File: src/rtl/mem_stage_dmem_ctrl_pkg.sv
// Shared encodings for the MEM-stage data-memory controller.
package mips_mem_pkg;

  localparam logic [1:0] ST_IDLE = 2'd0;
  localparam logic [1:0] ST_BUSY = 2'd1;
  localparam logic [1:0] ST_DONE = 2'd2;

  localparam logic [1:0] WORD_OFS_MASK = 2'b11;

  function automatic logic is_misaligned(input logic [1:0] addr_lsb);
    return |(addr_lsb & WORD_OFS_MASK);
  endfunction

endpackage

File: src/rtl/mem_stage_dmem_ctrl_if.sv
// Data-memory req/ack bus; the controller is master, the memory is slave.
interface mem_stage_dmem_ctrl_if #(
  parameter int DATA_W = 32
) ();

  logic              dmem_req;
  logic              dmem_we;
  logic [DATA_W-1:0] dmem_addr;
  logic [DATA_W-1:0] dmem_wdata;
  logic              dmem_ack;
  logic [DATA_W-1:0] dmem_rdata;

  modport master (
    output dmem_req, dmem_we, dmem_addr, dmem_wdata,
    input  dmem_ack, dmem_rdata
  );

  modport slave (
    input  dmem_req, dmem_we, dmem_addr, dmem_wdata,
    output dmem_ack, dmem_rdata
  );

endinterface

File: src/rtl/mem_stage_dmem_ctrl_timeout_ctr.sv
// BUSY-cycle counter; tc goes high on the TIMEOUT_CYC-th counted cycle.
module mem_timeout_ctr #(
  parameter int TIMEOUT_CYC = 64,
  localparam int CNT_W = (TIMEOUT_CYC > 2) ? $clog2(TIMEOUT_CYC) : 1
) (
  input  logic clk,
  input  logic rst,
  input  logic clr,
  input  logic en,
  output logic tc
);

  logic [CNT_W-1:0] cnt;

  always_ff @(posedge clk or posedge rst) begin
    if (rst) begin
      cnt <= '0;
    end else if (clr) begin
      cnt <= '0;
    end else if (en) begin
      cnt <= cnt + CNT_W'(1);
    end
  end

  assign tc = (cnt == CNT_W'(TIMEOUT_CYC - 1));

endmodule

File: src/rtl/mem_stage_dmem_ctrl.sv
// MEM-stage data-memory controller: launches one req/ack access per load/store and
// stalls the pipeline until it retires (min 2 stall cycles, +1 per wait cycle).
module mem_stage_dmem_ctrl
  import mips_mem_pkg::*;
#(
  parameter int                DATA_W      = 32,
  parameter int                TIMEOUT_CYC = 64,
  parameter logic [DATA_W-1:0] ERR_RDATA   = '0
) (
  input  logic                  clk,
  input  logic                  rst,
  input  logic                  read_dmem_MEM,
  input  logic                  write_dmem_MEM,
  input  logic [DATA_W-1:0]     alu_result_MEM,
  input  logic [DATA_W-1:0]     regf_rdata2_MEM,
  mem_stage_dmem_ctrl_if.master dmem,
  output logic                  stall_mem,
  output logic [DATA_W-1:0]     rdata_MEM,
  output logic                  access_done,
  output logic                  align_err,
  output logic                  timeout_err
);

  logic [1:0] state;
  logic       access;
  logic       misaligned;
  logic       launch;
  logic       in_busy;
  logic       to_en;
  logic       to_tc;

  assign access     = read_dmem_MEM | write_dmem_MEM;
  assign misaligned = is_misaligned(alu_result_MEM[1:0]);
  assign launch     = (state == ST_IDLE) & access & ~misaligned;
  assign in_busy    = (state == ST_BUSY);

  // Stall is raised combinationally on detect so EX/MEM holds the instruction
  // through BUSY; DONE releases it while the same instruction is still present.
  assign stall_mem = launch | in_busy;
  assign align_err = (state == ST_IDLE) & access & misaligned;
  assign to_en     = in_busy & ~dmem.dmem_ack & ~to_tc;

  mem_timeout_ctr #(
    .TIMEOUT_CYC(TIMEOUT_CYC)
  ) u_timeout_ctr (
    .clk(clk),
    .rst(rst),
    .clr(launch),
    .en (to_en),
    .tc (to_tc)
  );

  always_ff @(posedge clk or posedge rst) begin
    if (rst) begin
      state           <= ST_IDLE;
      dmem.dmem_req   <= 1'b0;
      dmem.dmem_we    <= 1'b0;
      dmem.dmem_addr  <= '0;
      dmem.dmem_wdata <= '0;
      rdata_MEM       <= '0;
      access_done     <= 1'b0;
      timeout_err     <= 1'b0;
    end else begin
      access_done <= 1'b0;
      case (state)
        ST_IDLE: begin
          if (launch) begin
            dmem.dmem_req   <= 1'b1;
            dmem.dmem_we    <= write_dmem_MEM;
            dmem.dmem_addr  <= {alu_result_MEM[DATA_W-1:2], 2'b00};
            dmem.dmem_wdata <= regf_rdata2_MEM;
            state           <= ST_BUSY;
          end
        end
        ST_BUSY: begin
          if (dmem.dmem_ack) begin
            dmem.dmem_req <= 1'b0;
            if (!dmem.dmem_we) rdata_MEM <= dmem.dmem_rdata;
            access_done   <= 1'b1;
            state         <= ST_DONE;
          end else if (to_tc) begin
            dmem.dmem_req <= 1'b0;
            timeout_err   <= 1'b1;
            if (!dmem.dmem_we) rdata_MEM <= ERR_RDATA;
            access_done   <= 1'b1;
            state         <= ST_DONE;
          end
        end
        ST_DONE: state <= ST_IDLE;
        default: state <= ST_IDLE;
      endcase
    end
  end

endmodule
File: src/flat_wrapper.sv
// flat-port wrapper written by rule: the top's interface ports become plain ports
module mem_stage_dmem_ctrl_flat import mips_mem_pkg::*;
#(
  parameter int                DATA_W      = 32,
  parameter int                TIMEOUT_CYC = 64,
  parameter logic [DATA_W-1:0] ERR_RDATA   = '0
)
  (clk, rst, read_dmem_MEM, write_dmem_MEM, alu_result_MEM, regf_rdata2_MEM, stall_mem, rdata_MEM, access_done, align_err, timeout_err, dmem_dmem_req, dmem_dmem_we, dmem_dmem_addr, dmem_dmem_wdata, dmem_dmem_ack, dmem_dmem_rdata);
  mem_stage_dmem_ctrl_if #(.DATA_W(DATA_W)) dmem_i ();
  input  logic clk;
  input  logic rst;
  input  logic read_dmem_MEM;
  input  logic write_dmem_MEM;
  input  logic [DATA_W-1:0] alu_result_MEM;
  input  logic [DATA_W-1:0] regf_rdata2_MEM;
  output logic stall_mem;
  output logic [DATA_W-1:0] rdata_MEM;
  output logic access_done;
  output logic align_err;
  output logic timeout_err;
  output wire logic [$bits(dmem_i.dmem_req)-1:0] dmem_dmem_req;
  output wire logic [$bits(dmem_i.dmem_we)-1:0] dmem_dmem_we;
  output wire logic [$bits(dmem_i.dmem_addr)-1:0] dmem_dmem_addr;
  output wire logic [$bits(dmem_i.dmem_wdata)-1:0] dmem_dmem_wdata;
  input wire logic [$bits(dmem_i.dmem_ack)-1:0] dmem_dmem_ack;
  input wire logic [$bits(dmem_i.dmem_rdata)-1:0] dmem_dmem_rdata;
  assign dmem_dmem_req = dmem_i.dmem_req;
  assign dmem_dmem_we = dmem_i.dmem_we;
  assign dmem_dmem_addr = dmem_i.dmem_addr;
  assign dmem_dmem_wdata = dmem_i.dmem_wdata;
  assign dmem_i.dmem_ack = dmem_dmem_ack;
  assign dmem_i.dmem_rdata = dmem_dmem_rdata;
  mem_stage_dmem_ctrl #(.DATA_W(DATA_W), .TIMEOUT_CYC(TIMEOUT_CYC), .ERR_RDATA(ERR_RDATA)) u_core (.clk(clk), .rst(rst), .read_dmem_MEM(read_dmem_MEM), .write_dmem_MEM(write_dmem_MEM), .alu_result_MEM(alu_result_MEM), .regf_rdata2_MEM(regf_rdata2_MEM), .dmem(dmem_i), .stall_mem(stall_mem), .rdata_MEM(rdata_MEM), .access_done(access_done), .align_err(align_err), .timeout_err(timeout_err));
endmodule
File: config.mk
export PLATFORM = sky130hd
export DESIGN_NAME = mem_stage_dmem_ctrl_flat
export DESIGN_NICKNAME = d
export VERILOG_FILES = /design/src/rtl/mem_stage_dmem_ctrl_pkg.sv /design/src/rtl/mem_stage_dmem_ctrl_if.sv /design/src/rtl/mem_stage_dmem_ctrl_timeout_ctr.sv /design/src/rtl/mem_stage_dmem_ctrl.sv /design/src/flat_wrapper.sv
export SDC_FILE = /design/constraint.sdc
export NUM_CORES = 1
export LEC_CHECK = 0
export CAP_MARGIN = 5
export CORE_UTILIZATION = 43
export CTS_CLUSTER_DIAMETER = 100
export DETAILED_ROUTE_END_ITERATION = 10
export PLACE_DENSITY = 0.85
export SLEW_MARGIN = 20
export SYNTH_ARGS = -nofsm -noshare
export SYNTH_HDL_FRONTEND = slang
export SYNTH_SLANG_ARGS = --single-unit
export TNS_END_PERCENT = 20
File: constraint.sdc
create_clock -name clk -period 3.8 [get_ports clk]
set_clock_uncertainty 0.05 [all_clocks]
set_input_delay 0.38 -clock clk [delete_from_list [all_inputs] [get_ports clk]]
set_output_delay 0.38 -clock clk [all_outputs]
set_load 0.02 [all_outputs]
# Word-level counts from Yosys, hierarchy flattened
# Cells that the tools add are included.
# op_classes
add_sub_neg	1
eq_ne	4
muxes	17
bitwise	11
reduce_logical	10
# ops
op	count
$mux 32	4
$mux 6	2
$reduce_and 3->1	3
$add 6x1->6 const B	1
$eq 6x6->1 const B	1
$mux 1	6
$mux 2	3
$reduce_bool 2->1	3
$and 1x1->1	5
$not 1->1	4
$pmux 2 s2	1
$reduce_and 2->1	2
$ne 3x3->1 const B	1
$eq 2x1->1 const B	1
$logic_not 2->1	1
$ne 2x1->1 const B	1
$or 1x1->1	2
$pmux 1 s2	1
$reduce_or 2->1	1
# word_totals
ff_bits	106
inputBits	101
output_inout_bits	102
wordCells	52

# Depth between registers and ports, before layout
# Gate-level depths: netlist of run 1.
# logic_depth
depth_word	5
ltp_mapped	6
mapped_depth_nobuf	4

# Cells and area by module
# From an unflattened synthesis of run 1, not the netlist that was laid out.
# unflattened
hier_cells	323
area_unflattened_um2	4365.4
# by_module_without_submodules
mod	n_inst	cells_each	area_per_inst_um2	seq_area_each_um2
mem_stage_dmem_ctrl	1	296	4083.9	2502.4
mem_timeout_ctr	1	27	281.5	150.1

# Worst setup path before layout of run 1
# OpenSTA, ideal clock, no wires.
# synth_path
path_type	input to register
startpoint	input port alu_result_MEM[1]
endpoint	register u_core.dmem.dmem_addr[17]
setup_time_ns	0.125
arrival_ns	1.684
t_required_ns	3.625
path_slack_ns	1.941
cell_stages	5
path_buffers	2
cell_sequence	or2_1 > buf_2 > nor3_4 > buf_6 > mux2_4
# synth_via
elab_chain_cells	4
# synth_rtl
element	line_no	source
from (decl)	flat_wrapper.sv:14	input logic [DATA_W-1:0] alu_result_MEM;
$reduce_or 2->1	mem_stage_dmem_ctrl_pkg.sv:11	return |(addr_lsb & WORD_OFS_MASK);
$not 1->1	mem_stage_dmem_ctrl.sv:34	assign launch = (state == ST_IDLE) & access & ~misaligned;
$and 1x1->1	mem_stage_dmem_ctrl.sv:34	
$reduce_and 2->1 (no source line)	--	
to (signal assigned)	mem_stage_dmem_ctrl.sv:70	dmem.dmem_addr <= {alu_result_MEM[DATA_W-1:2], 2'b00};
to (decl)	mem_stage_dmem_ctrl_if.sv:14	output dmem_req, dmem_we, dmem_addr, dmem_wdata,
# Every way passes these cells.
# A chain may end at the register's enable or synchronous reset.

# Final worst setup path of run 1
# layout_path
startpoint	register u_core.state[1]
endpoint	output port stall_mem
# layout_via
elab_chain_cells	4
word_cells_on_any_way	5
cone_classes	eq/ne: 1; bitwise: 3; reduce/logical: 1
# layout_rtl
element	line_no	source
from (decl)	mem_stage_dmem_ctrl.sv:24	logic [1:0] state;
from (signal assigned)	mem_stage_dmem_ctrl.sv:55	state <= ST_IDLE;
from (signal assigned)	mem_stage_dmem_ctrl.sv:72	state <= ST_BUSY;
from (signal assigned)	mem_stage_dmem_ctrl.sv:80	state <= ST_DONE;
$logic_not 2->1	mem_stage_dmem_ctrl.sv:34	
$and 1x1->1 (2 in a row)	mem_stage_dmem_ctrl.sv:34	
$or 1x1->1 (*)	mem_stage_dmem_ctrl.sv:39	assign stall_mem = launch | in_busy;
to (decl)	flat_wrapper.sv:16	output logic stall_mem;
# Mark *: on every way between the ends. The rest lies on a longest branch, timed or not.

==> results of run 1 <==
[metal layers]
layer | global-route usage [%] | vias up
li1 | - | 1649
met1 | 25.81 | 1794
met2 | 40.09 | 122
met3 | 6.079 | 18
met4 | 8.219 | 0
met5 | 0 | -
[cells in the final DEF (no fill, tap or decap), drive strengths merged, types with 2 or more instances in the layout]
cell type	count
clkinv	2
dfrtp	106
nand2	68
mux2	63
or2	2
inv	36
clkdlybuf4s50	200
o311ai	33
mux2i	5
clkbuf	11
o21a	2
buf	5
nor3b	2
conb	2
nor2	2
o31ai	6
nor3	2
o2111ai	2
[metrics by stage]
step                      utilization [%]  setup slack (ns)  hold slack (ns)  cells
after floorplan                         -            0.5811           0.4157    371
after global placement              65.08             1.074           0.4154    687
after detailed placement            65.08             1.035           0.3982    687
after CTS                           67.02            0.9146           0.4283    702
after global routing                67.07            0.8419           0.4708    702
final                               67.07            0.9349           0.4300    702
[path summary, 6_finish.rpt]
check                                            endpoint  slack [ns]               start
worst max-delay path                            stall_mem        0.93     u_core.state[1]
worst min-delay path                   u_core.timeout_err        0.43  u_core.timeout_err
worst max register to register   u_core.dmem.dmem_addr[4]        1.71     u_core.state[1]
worst min register to register         u_core.timeout_err        0.43  u_core.timeout_err
max in group asynchronous            u_core.rdata_MEM[26]        2.42                 rst
min in group asynchronous       u_core.dmem.dmem_addr[26]        0.44                 rst
[critical path: cells and delay by family (launching register included)]
family                 cells  cell delay (ns)
buffers and inverters      1             0.63
DFF                        1             0.47
and+or+nand+nor            3             0.96
[flip-flops by register name, summed over array words and instances (netlist names), 2 cells and up]
signal,count
u_core.rdata_MEM,32
u_core.u_timeout_ctr.cnt,6
u_core.dmem.dmem_addr,30
u_core.state,2
u_core.dmem.dmem_wdata,32
[kinds of logic after synthesis]
logic type               synth area share [%]
other                                 0.07946
multiplexers                            20.78
AO/OA/AOI/OAI                           8.298
buffers and inverters                   6.177
flip-flops                              56.20
AND/OR/NAND/NOR                         8.192
adder cells (fa/ha/maj)                0.2651
[power by group]
group	switching [mW]	total, mW	internal (mW)	leakage, nW
clock network	0.383	0.720	0.337	0.101
registers	0.180	1.57	1.39	1.20
logic	0.681	1.52	0.839	1.95
[area by class of cell]
| cell class | instances | share of cell area, % |
|---|---|---|
| clock buffer | 11 | 2.158 |
| timing repair buffer | 205 | 29.24 |
| inverter | 36 | 1.961 |
| clock inverter | 4 | 0.7311 |
| tap | 136 | 2.425 |
| sequential | 106 | 37.80 |
| multi-input combinational | 204 | 25.68 |
==> results.sh, run 1 <==
export IMPL_path_cells="or2_1 -> or3_1 -> nand2_1 -> clkdlybuf4s50_1"
export IMPL_drc=0
export IMPL_ys_seq_elements=106
export IMPL_critPathLaunchType="register"
export IMPL_cpPeakStageDelay_ns=0.63
export IMPL_peakVddDrop_uv=358.5
export IMPL_yosysMostFrequentCell="dfrtp_1"
export IMPL_coreArea_um2=10460
export IMPL_maxCapViolCount=0
export IMPL_p_per_area_nw_per_um2=543.5
export IMPL_die_width_um=106.8
export IMPL_numCtsBuffers=9
export IMPL_hpwl_um=8929
export IMPL_synth_area_leader_cell="dfrtp_1"
export IMPL_final_hold_viol_count=0
export IMPL_grt_pass1_vias=3824
export IMPL_finalCritPeriodShare_pct=75.40
export IMPL_drt_iter0_drc=180
export IMPL_synth_cell_type_count=35
export IMPL_rsz0062_at_grt="false"
export IMPL_vias_per_cell=5.104
export IMPL_ys_warn_count=0
export IMPL_routed_wl_um=12450
export IMPL_worstHoldPathCells=1
export IMPL_drive_gt1_share_pct=15.55
export IMPL_synth_common_cells="106 x dfrtp_1, 68 x nand2_1, 59 x mux2_4"
export IMPL_clock_sinks=106
export IMPL_ys_seq_area_share_pct=56.20
export IMPL_n_fill_cell=770
export IMPL_cts_buffer_depth=2
export IMPL_drt_first_pass_iters=4
export IMPL_synth_edf_count=0
export IMPL_hold_class="register to register"
export IMPL_syn_area_um2=4720
export IMPL_placed_cell_area_um2=6809
export IMPL_grt_ovfl_total=0
export IMPL_die_y_um=106.8
export IMPL_leakagePower_nw=3.250
export IMPL_slew_headroom_pct=46.61
export IMPL_async_reset_ff_share_pct=100.0
export IMPL_cts_tree="built"
export IMPL_cp_required_ns=3.37
export IMPL_wl_met1_um=5016
export IMPL_ys_top_cells_by_area="dfrtp_1 56%, mux2_4 19%, o311ai_0 6.1%"
export IMPL_clock_latency_ns=0.39
export IMPL_grtUsageTotal_pct=22.51
export IMPL_wl_met2_um=6588
export IMPL_synth_cells=370
export IMPL_seq_area_um2=2653
export IMPL_rows=37
export IMPL_tightest_slew_ns=0.8009
export IMPL_fin_total_pwr_mw=3.813
export IMPL_reg2reg_depth=4
export IMPL_diodes=0
export IMPL_htreeDepth=3
export IMPL_post_cts_buffers=0
export IMPL_layout_nets=664
export IMPL_fin_area_um2=7017
export IMPL_routed_top_layer="met4"
export IMPL_synth_top_cell_area_share_pct=56.20
export IMPL_clkSlewWorstSetupHoldPaths_ns=0.09
export IMPL_setup_viol_count_final=0
export IMPL_crit_type="register to primary output"
export IMPL_cts_repair_resized=0
export IMPL_cpMaxStageDelayCell="clkdlybuf4s50_1"
export IMPL_end_kind="primary output"
export IMPL_period_needed_ns=2.865
export IMPL_outcome="finished, final reports clean"
export IMPL_gp_congestion=0.7671
export IMPL_syn2layout_area_growth_pct=48.67
export IMPL_postCtsHoldBufs=0
export IMPL_synth_area_per_cell_um2=12.76
export IMPL_crit_fanout=9
export IMPL_setup_tns_ns=0
export IMPL_vias=3583
export IMPL_ant_nets=0
export IMPL_antenna_found_initial=0
export IMPL_timing_fmax_mhz=349.0
export IMPL_die_area_um2=11400
export IMPL_worstPathArrival_ns=2.44
export IMPL_grt_max_degree=66
export IMPL_slew_viol_final=0
export IMPL_root_buffer="clkbuf_8"
export IMPL_portBuffers=200
export IMPL_grt_pass1_wl_um=19640
export IMPL_dr_wl_met3_um=594
export IMPL_multiInputGateArea_um2=1802
export IMPL_start_util_pct=45.11
export IMPL_wl_per_cell_um=17.73
export IMPL_synth_ff_type="dfrtp_1"
export IMPL_io_pins=203
Power figures use the tool's default switching activity.
==> run 2: changes to the inputs <==
CORE_UTILIZATION = 38   (was 43)
PLACE_DENSITY = 0.8   (was 0.85)
clock period = 2.4 ns   (was 3.8 ns; I/O delays follow)
==> results.sh, run 2 (synthesized netlist as in run 1, its figures left out) <==
export IMPL_crit_family="simple AND/OR/NAND/NOR gates"
export IMPL_finalCritPeriodShare_pct=89.56
export IMPL_grt_max_degree=107
export IMPL_peakVddDrop_uv=615.8
export IMPL_post_cts_buffers=0
export IMPL_worstPathArrival_ns=1.86
export IMPL_timing_fmax_mhz=465.2
export IMPL_drt_iter0_drc=210
export IMPL_slew_headroom_pct=53.73
export IMPL_place_inst=729
export IMPL_setup_tns_ns=0
export IMPL_end_kind="primary output"
export IMPL_coreArea_um2=12060
export IMPL_die_width_um=113.4
export IMPL_final_hold_viol_count=0
export IMPL_leakagePower_nw=3.379
export IMPL_io_pins=203
export IMPL_grtUsageTotal_pct=19.82
export IMPL_grt_ovfl_total=0
export IMPL_numCtsBuffers=9
export IMPL_grt_pass1_vias=3804
export IMPL_critPathLaunchType="register"
export IMPL_outcome="finished, final reports clean"
export IMPL_cpMaxStageDelayCell="dfrtp_1"
export IMPL_crit_type="register to primary output"
export IMPL_crit_fanout=6
export IMPL_clkSlewWorstSetupHoldPaths_ns=0.07
export IMPL_ant_nets=0
export IMPL_cts_tree="built"
export IMPL_hpwl_um=8870
export IMPL_mostFrequentLayoutCell="clkdlybuf4s50_1"
export IMPL_gp_congestion=0.7572
export IMPL_ff2ff_setup_slack_ns=0.40
export IMPL_hold_class="primary input to async pin"
export IMPL_root_buffer="clkbuf_16"
export IMPL_antenna_found_initial=0
export IMPL_routed_wl_um=12240
export IMPL_reg2reg_depth=6
export IMPL_cp_required_ns=2.11
export IMPL_wl_per_cell_um=16.42
export IMPL_slew_viol_final=0
export IMPL_die_y_um=113.4
export IMPL_layout_nets=674
export IMPL_hold_ws_ns=0.3541
export IMPL_rr_startpoint="u_core.state[1]"
export IMPL_grt_pass1_wl_um=19630
export IMPL_period_needed_ns=2.150
export IMPL_tightest_slew_ns=0.6941
export IMPL_setup_viol_count_final=0
export IMPL_diodes=0
export IMPL_fin_total_pwr_mw=6.512
export IMPL_htreeDepth=3
export IMPL_syn2layout_area_growth_pct=54.53
export IMPL_rows=40
export IMPL_drc=0
export IMPL_cpPeakStageDelay_ns=0.45
export IMPL_start_util_pct=39.13
export IMPL_clock_sinks=106
export IMPL_cts_buffer_depth=2
export IMPL_critPathBufInv=1
export IMPL_top_regs="u_core.dmem.dmem_wdata x32, u_core.rdata_MEM x32, u_core.dmem.dmem_addr x30"
export IMPL_path_cells="or2_1 -> or3_1 -> nand2_1 -> dlygate4sd2_1"
export IMPL_maxCapViolCount=0
export IMPL_vias=3658
export IMPL_drt_first_pass_iters=4
export IMPL_clock_latency_ns=0.35
export IMPL_vias_per_cell=4.910
export IMPL_worstReg2RegEnd="u_core.dmem.dmem_addr[7]"
export IMPL_drive_gt1_share_pct=17.16
export IMPL_instances_no_fill=745
export IMPL_portBuffers=200
export IMPL_final_cell_mix="198 x clkdlybuf4s50_1, 106 x dfrtp_1, 68 x nand2_1"
export IMPL_p_per_area_nw_per_um2=892.8
export IMPL_die_area_um2=12870
export IMPL_rsz0062_at_grt="false"
[run 2: cell types whose count changed in the layout (fill, tap and decap cells not counted), sizes merged]
cell,delta
buf,+10
clkdlybuf4s50,-2
bufinv,+1
clkinvlp,+1
clkinv,+1
clkbuf,-1
inv,-1
dlymetal6s2s,+1
dlygate4sd2,+1
[run 2: final cells by class]
cell class	count	area (um2)
fillers	949	4768
flip-flops and latches	106	2653
clock inverters	6	90.09
well taps	168	210.2
repair buffers	215	2166
clock buffers	10	239.0
multi-input cells	204	1797
inverters	36	138.9
[run 2: per-stage QoR]
step	setup slack, ns	utilization (%)	area, um2
floorplan	0.5661	-	4727
global placement	0.1046	57.73	6963
detailed placement	0.1169	57.73	6963
CTS	0.04647	60.45	7291
global route	0.1528	60.47	7293
finish	0.2505	60.47	7293
[run 2: where the power goes]
part	total, mW	internal, mW	switching [mW]
Combinational	2.42	1.35	1.07
Clock	1.60	0.944	0.656
Sequential	2.50	2.21	0.288
[run 2: tightest hold or removal path, stage by stage]
cell	delay, ns
clkdlybuf4s50_1	0.44
clkinvlp_4	0.10
buf_12	0.42
[run 2: routing by layer]
| layer | up-vias | part of all wire (%) | global-route usage, % |
|---|---|---|---|
| li1 | 1677 | - | - |
| met1 | 1836 | 40 | 22.72 |
| met2 | 114 | 53 | 34.56 |
| met3 | 31 | 4.2 | 4.782 |
| met4 | 0 | 3.2 | 10.18 |
| met5 | - | 0 | 0 |
[run 2: what timing repair did]
action | CTS | global route
resized for setup | 1 | 1
setup endpoints to repair | 1 | 1
hold buffers | 0 | 0
pin swaps | 0 | 0
[run 2: how the worst max path moves through the flow]
stage | startpoint | to | slack (ns) | depth (start not counted)
final | u_core.state[1] | stall_mem | 0.25 | 4
after global placement | alu_result_MEM[1] | stall_mem | 0.10 | 5
after CTS | u_core.state[1] | align_err | 0.05 | 4
after global routing | u_core.state[1] | stall_mem | 0.15 | 4
after floorplan | u_core.state[0] | u_core.dmem.dmem_addr[17] | 0.57 | 5
after detailed placement | alu_result_MEM[1] | stall_mem | 0.12 | 5
==> run 3: changes to the inputs <==
CORE_UTILIZATION = 50   (was 38)
DONT_BUFFER_PORTS = 1   (was not set)
PLACE_DENSITY = 0.72   (was 0.8)
==> results.sh, run 3 (synthesized netlist as in run 1, its figures left out) <==
export IMPL_outcome="finished, final reports clean"
export IMPL_crit_fanout=9
export IMPL_reg2reg_depth=4
export IMPL_clkSlewWorstSetupHoldPaths_ns=0.10
export IMPL_grt_max_degree=87
export IMPL_leakagePower_nw=2.858
export IMPL_crit_path_start="u_core.state[1]"
export IMPL_placed_cell_area_um2=4817
export IMPL_start_util_pct=51.32
export IMPL_setup_viol_count_final=0
export IMPL_cts_tree="built"
export IMPL_hold_class="primary input to register"
export IMPL_die_area_um2=9832
export IMPL_p_per_area_nw_per_um2=854.7
export IMPL_cts_buffer_depth=2
export IMPL_drc=0
export IMPL_setup_tns_ns=0
export IMPL_io_pins=203
export IMPL_crit_end="stall_mem"
export IMPL_clock_sinks=106
export IMPL_fin_total_pwr_mw=5.095
export IMPL_root_buffer="clkbuf_8"
export IMPL_coreArea_um2=9196
export IMPL_critPathLaunchType="register"
export IMPL_mostFrequentLayoutCell="dfrtp_1"
export IMPL_slew_headroom_pct=52.10
export IMPL_syn2layout_area_growth_pct=26.30
export IMPL_rsz0062_at_grt="false"
export IMPL_grt_pass1_wl_um=18110
export IMPL_htreeDepth=3
export IMPL_top_regs="u_core.dmem.dmem_wdata x32, u_core.rdata_MEM x32, u_core.dmem.dmem_addr x30"
export IMPL_crit_type="register to primary output"
export IMPL_hpwl_um=6588
export IMPL_period_needed_ns=2.187
export IMPL_routed_wl_um=11610
export IMPL_clock_latency_ns=0.36
export IMPL_gp_congestion=0.7742
export IMPL_end_kind="primary output"
export IMPL_grtUsageTotal_pct=23.89
export IMPL_drt_first_pass_iters=4
export IMPL_finalCritPeriodShare_pct=91.13
export IMPL_tightest_slew_ns=0.7184
export IMPL_vias_per_cell=5.626
export IMPL_cts_repair_resized=0
export IMPL_drt_iter0_drc=112
export IMPL_layout_nets=563
export IMPL_worstReg2RegEnd="u_core.dmem.dmem_addr[7]"
export IMPL_diodes=0
export IMPL_numCtsBuffers=9
export IMPL_grt_ovfl_total=0
export IMPL_timing_fmax_mhz=457.2
export IMPL_portBuffers=0
export IMPL_die_width_um=99.16
export IMPL_slew_viol_final=0
export IMPL_vias=3246
export IMPL_grt_pass1_vias=3403
export IMPL_drive_gt1_share_pct=19.74
export IMPL_ff2ff_setup_slack_ns=0.31
export IMPL_ant_nets=0
export IMPL_antenna_found_initial=0
export IMPL_wl_per_cell_um=20.11
export IMPL_final_hold_viol_count=0
export IMPL_die_y_um=99.16
export IMPL_fin_area_um2=5961
export IMPL_rows=35
export IMPL_worstPathArrival_ns=1.90
export IMPL_rr_startpoint="u_core.state[1]"
export IMPL_peakVddDrop_uv=485.6
export IMPL_final_cell_mix="106 x dfrtp_1, 96 x dlygate4sd3_1, 68 x nand2_1"
export IMPL_maxCapViolCount=0
export IMPL_cp_required_ns=2.11
[run 3: cell types whose count changed in the layout (fill, tap and decap cells not counted), moves of 2 or more]
cell / change
inv_6: +2
dlygate4sd3_1: +96
clkbuf_8: +8
clkbuf_16: -9
clkdlybuf4s50_1: -198
clkinvlp_4: +2
bufinv_16: -2
buf_4: -7
[run 3: routing by layer]
layer / share of wire (%) / track usage, %
met5: 0 / 0
met2: 52 / 41.90
met4: 3.2 / 9.276
met1: 38 / 28.30
met3: 7.0 / 6.114
[run 3: what timing repair did]
| item | 4_1_cts | 5_1_grt |
|---|---|---|
| buffers inserted | 0 | 0 |
| hold buffers | 97 | 0 |
| endpoints found under the hold margin | 118 | 0 |
[run 3: worst max-delay path: stages (launching register included)]
cell	delay [ns]
dfrtp_1	0.46
or2_1	0.38
or3_1	0.47
nand2_1	0.23
[run 3: per-stage QoR]
| step | utilization (%) | cells | hold WS (ns) | setup slack, ns |
|---|---|---|---|---|
| 2_1_floorplan | - | 371 | 0.3346 | 0.5661 |
| 3_3_place_gp | 52.38 | 464 | 0.09319 | 0.4168 |
| 3_5_place_dp | 52.38 | 464 | 0.1058 | 0.3355 |
| 4_1_cts | 64.87 | 577 | 0.0009027 | 0.1866 |
| 5_1_grt | 64.82 | 577 | 0.007192 | 0.1079 |
| 6_report | 64.82 | 577 | 0.01836 | 0.2130 |
[run 3: how the worst min path moves through the flow]
stage                     cells past startpoint                         end                start  slack (ns)
after detailed placement                      1  u_core.dmem.dmem_wdata[13]                  rst        0.11
final                                         1         u_core.rdata_MEM[4]        dmem_dmem_ack        0.02
after global placement                        1   u_core.dmem.dmem_wdata[0]                  rst        0.09
after global routing                          1        u_core.rdata_MEM[14]        dmem_dmem_ack       0.007
after CTS                                     1        u_core.rdata_MEM[16]        dmem_dmem_ack      0.0009
after floorplan                               2        u_core.rdata_MEM[29]  dmem_dmem_rdata[29]        0.33
[run 3: layout make-up]
type                       instances  area (um2)
sequential                       106        2653
multi-input combinational        204        1797
clock inverter                     7       53.80
clock buffer                       9       123.9
tap                              111       138.9
fill                             664        3236
inverter                          36       138.9
timing repair buffer             104        1056
[run 3: power breakdown]
| group | internal, mW | total, mW | switching (mW) |
|---|---|---|---|
| clock network | 0.385 | 1.01 | 0.624 |
| registers | 2.20 | 3.09 | 0.887 |
| logic | 0.626 | 1.00 | 0.374 |
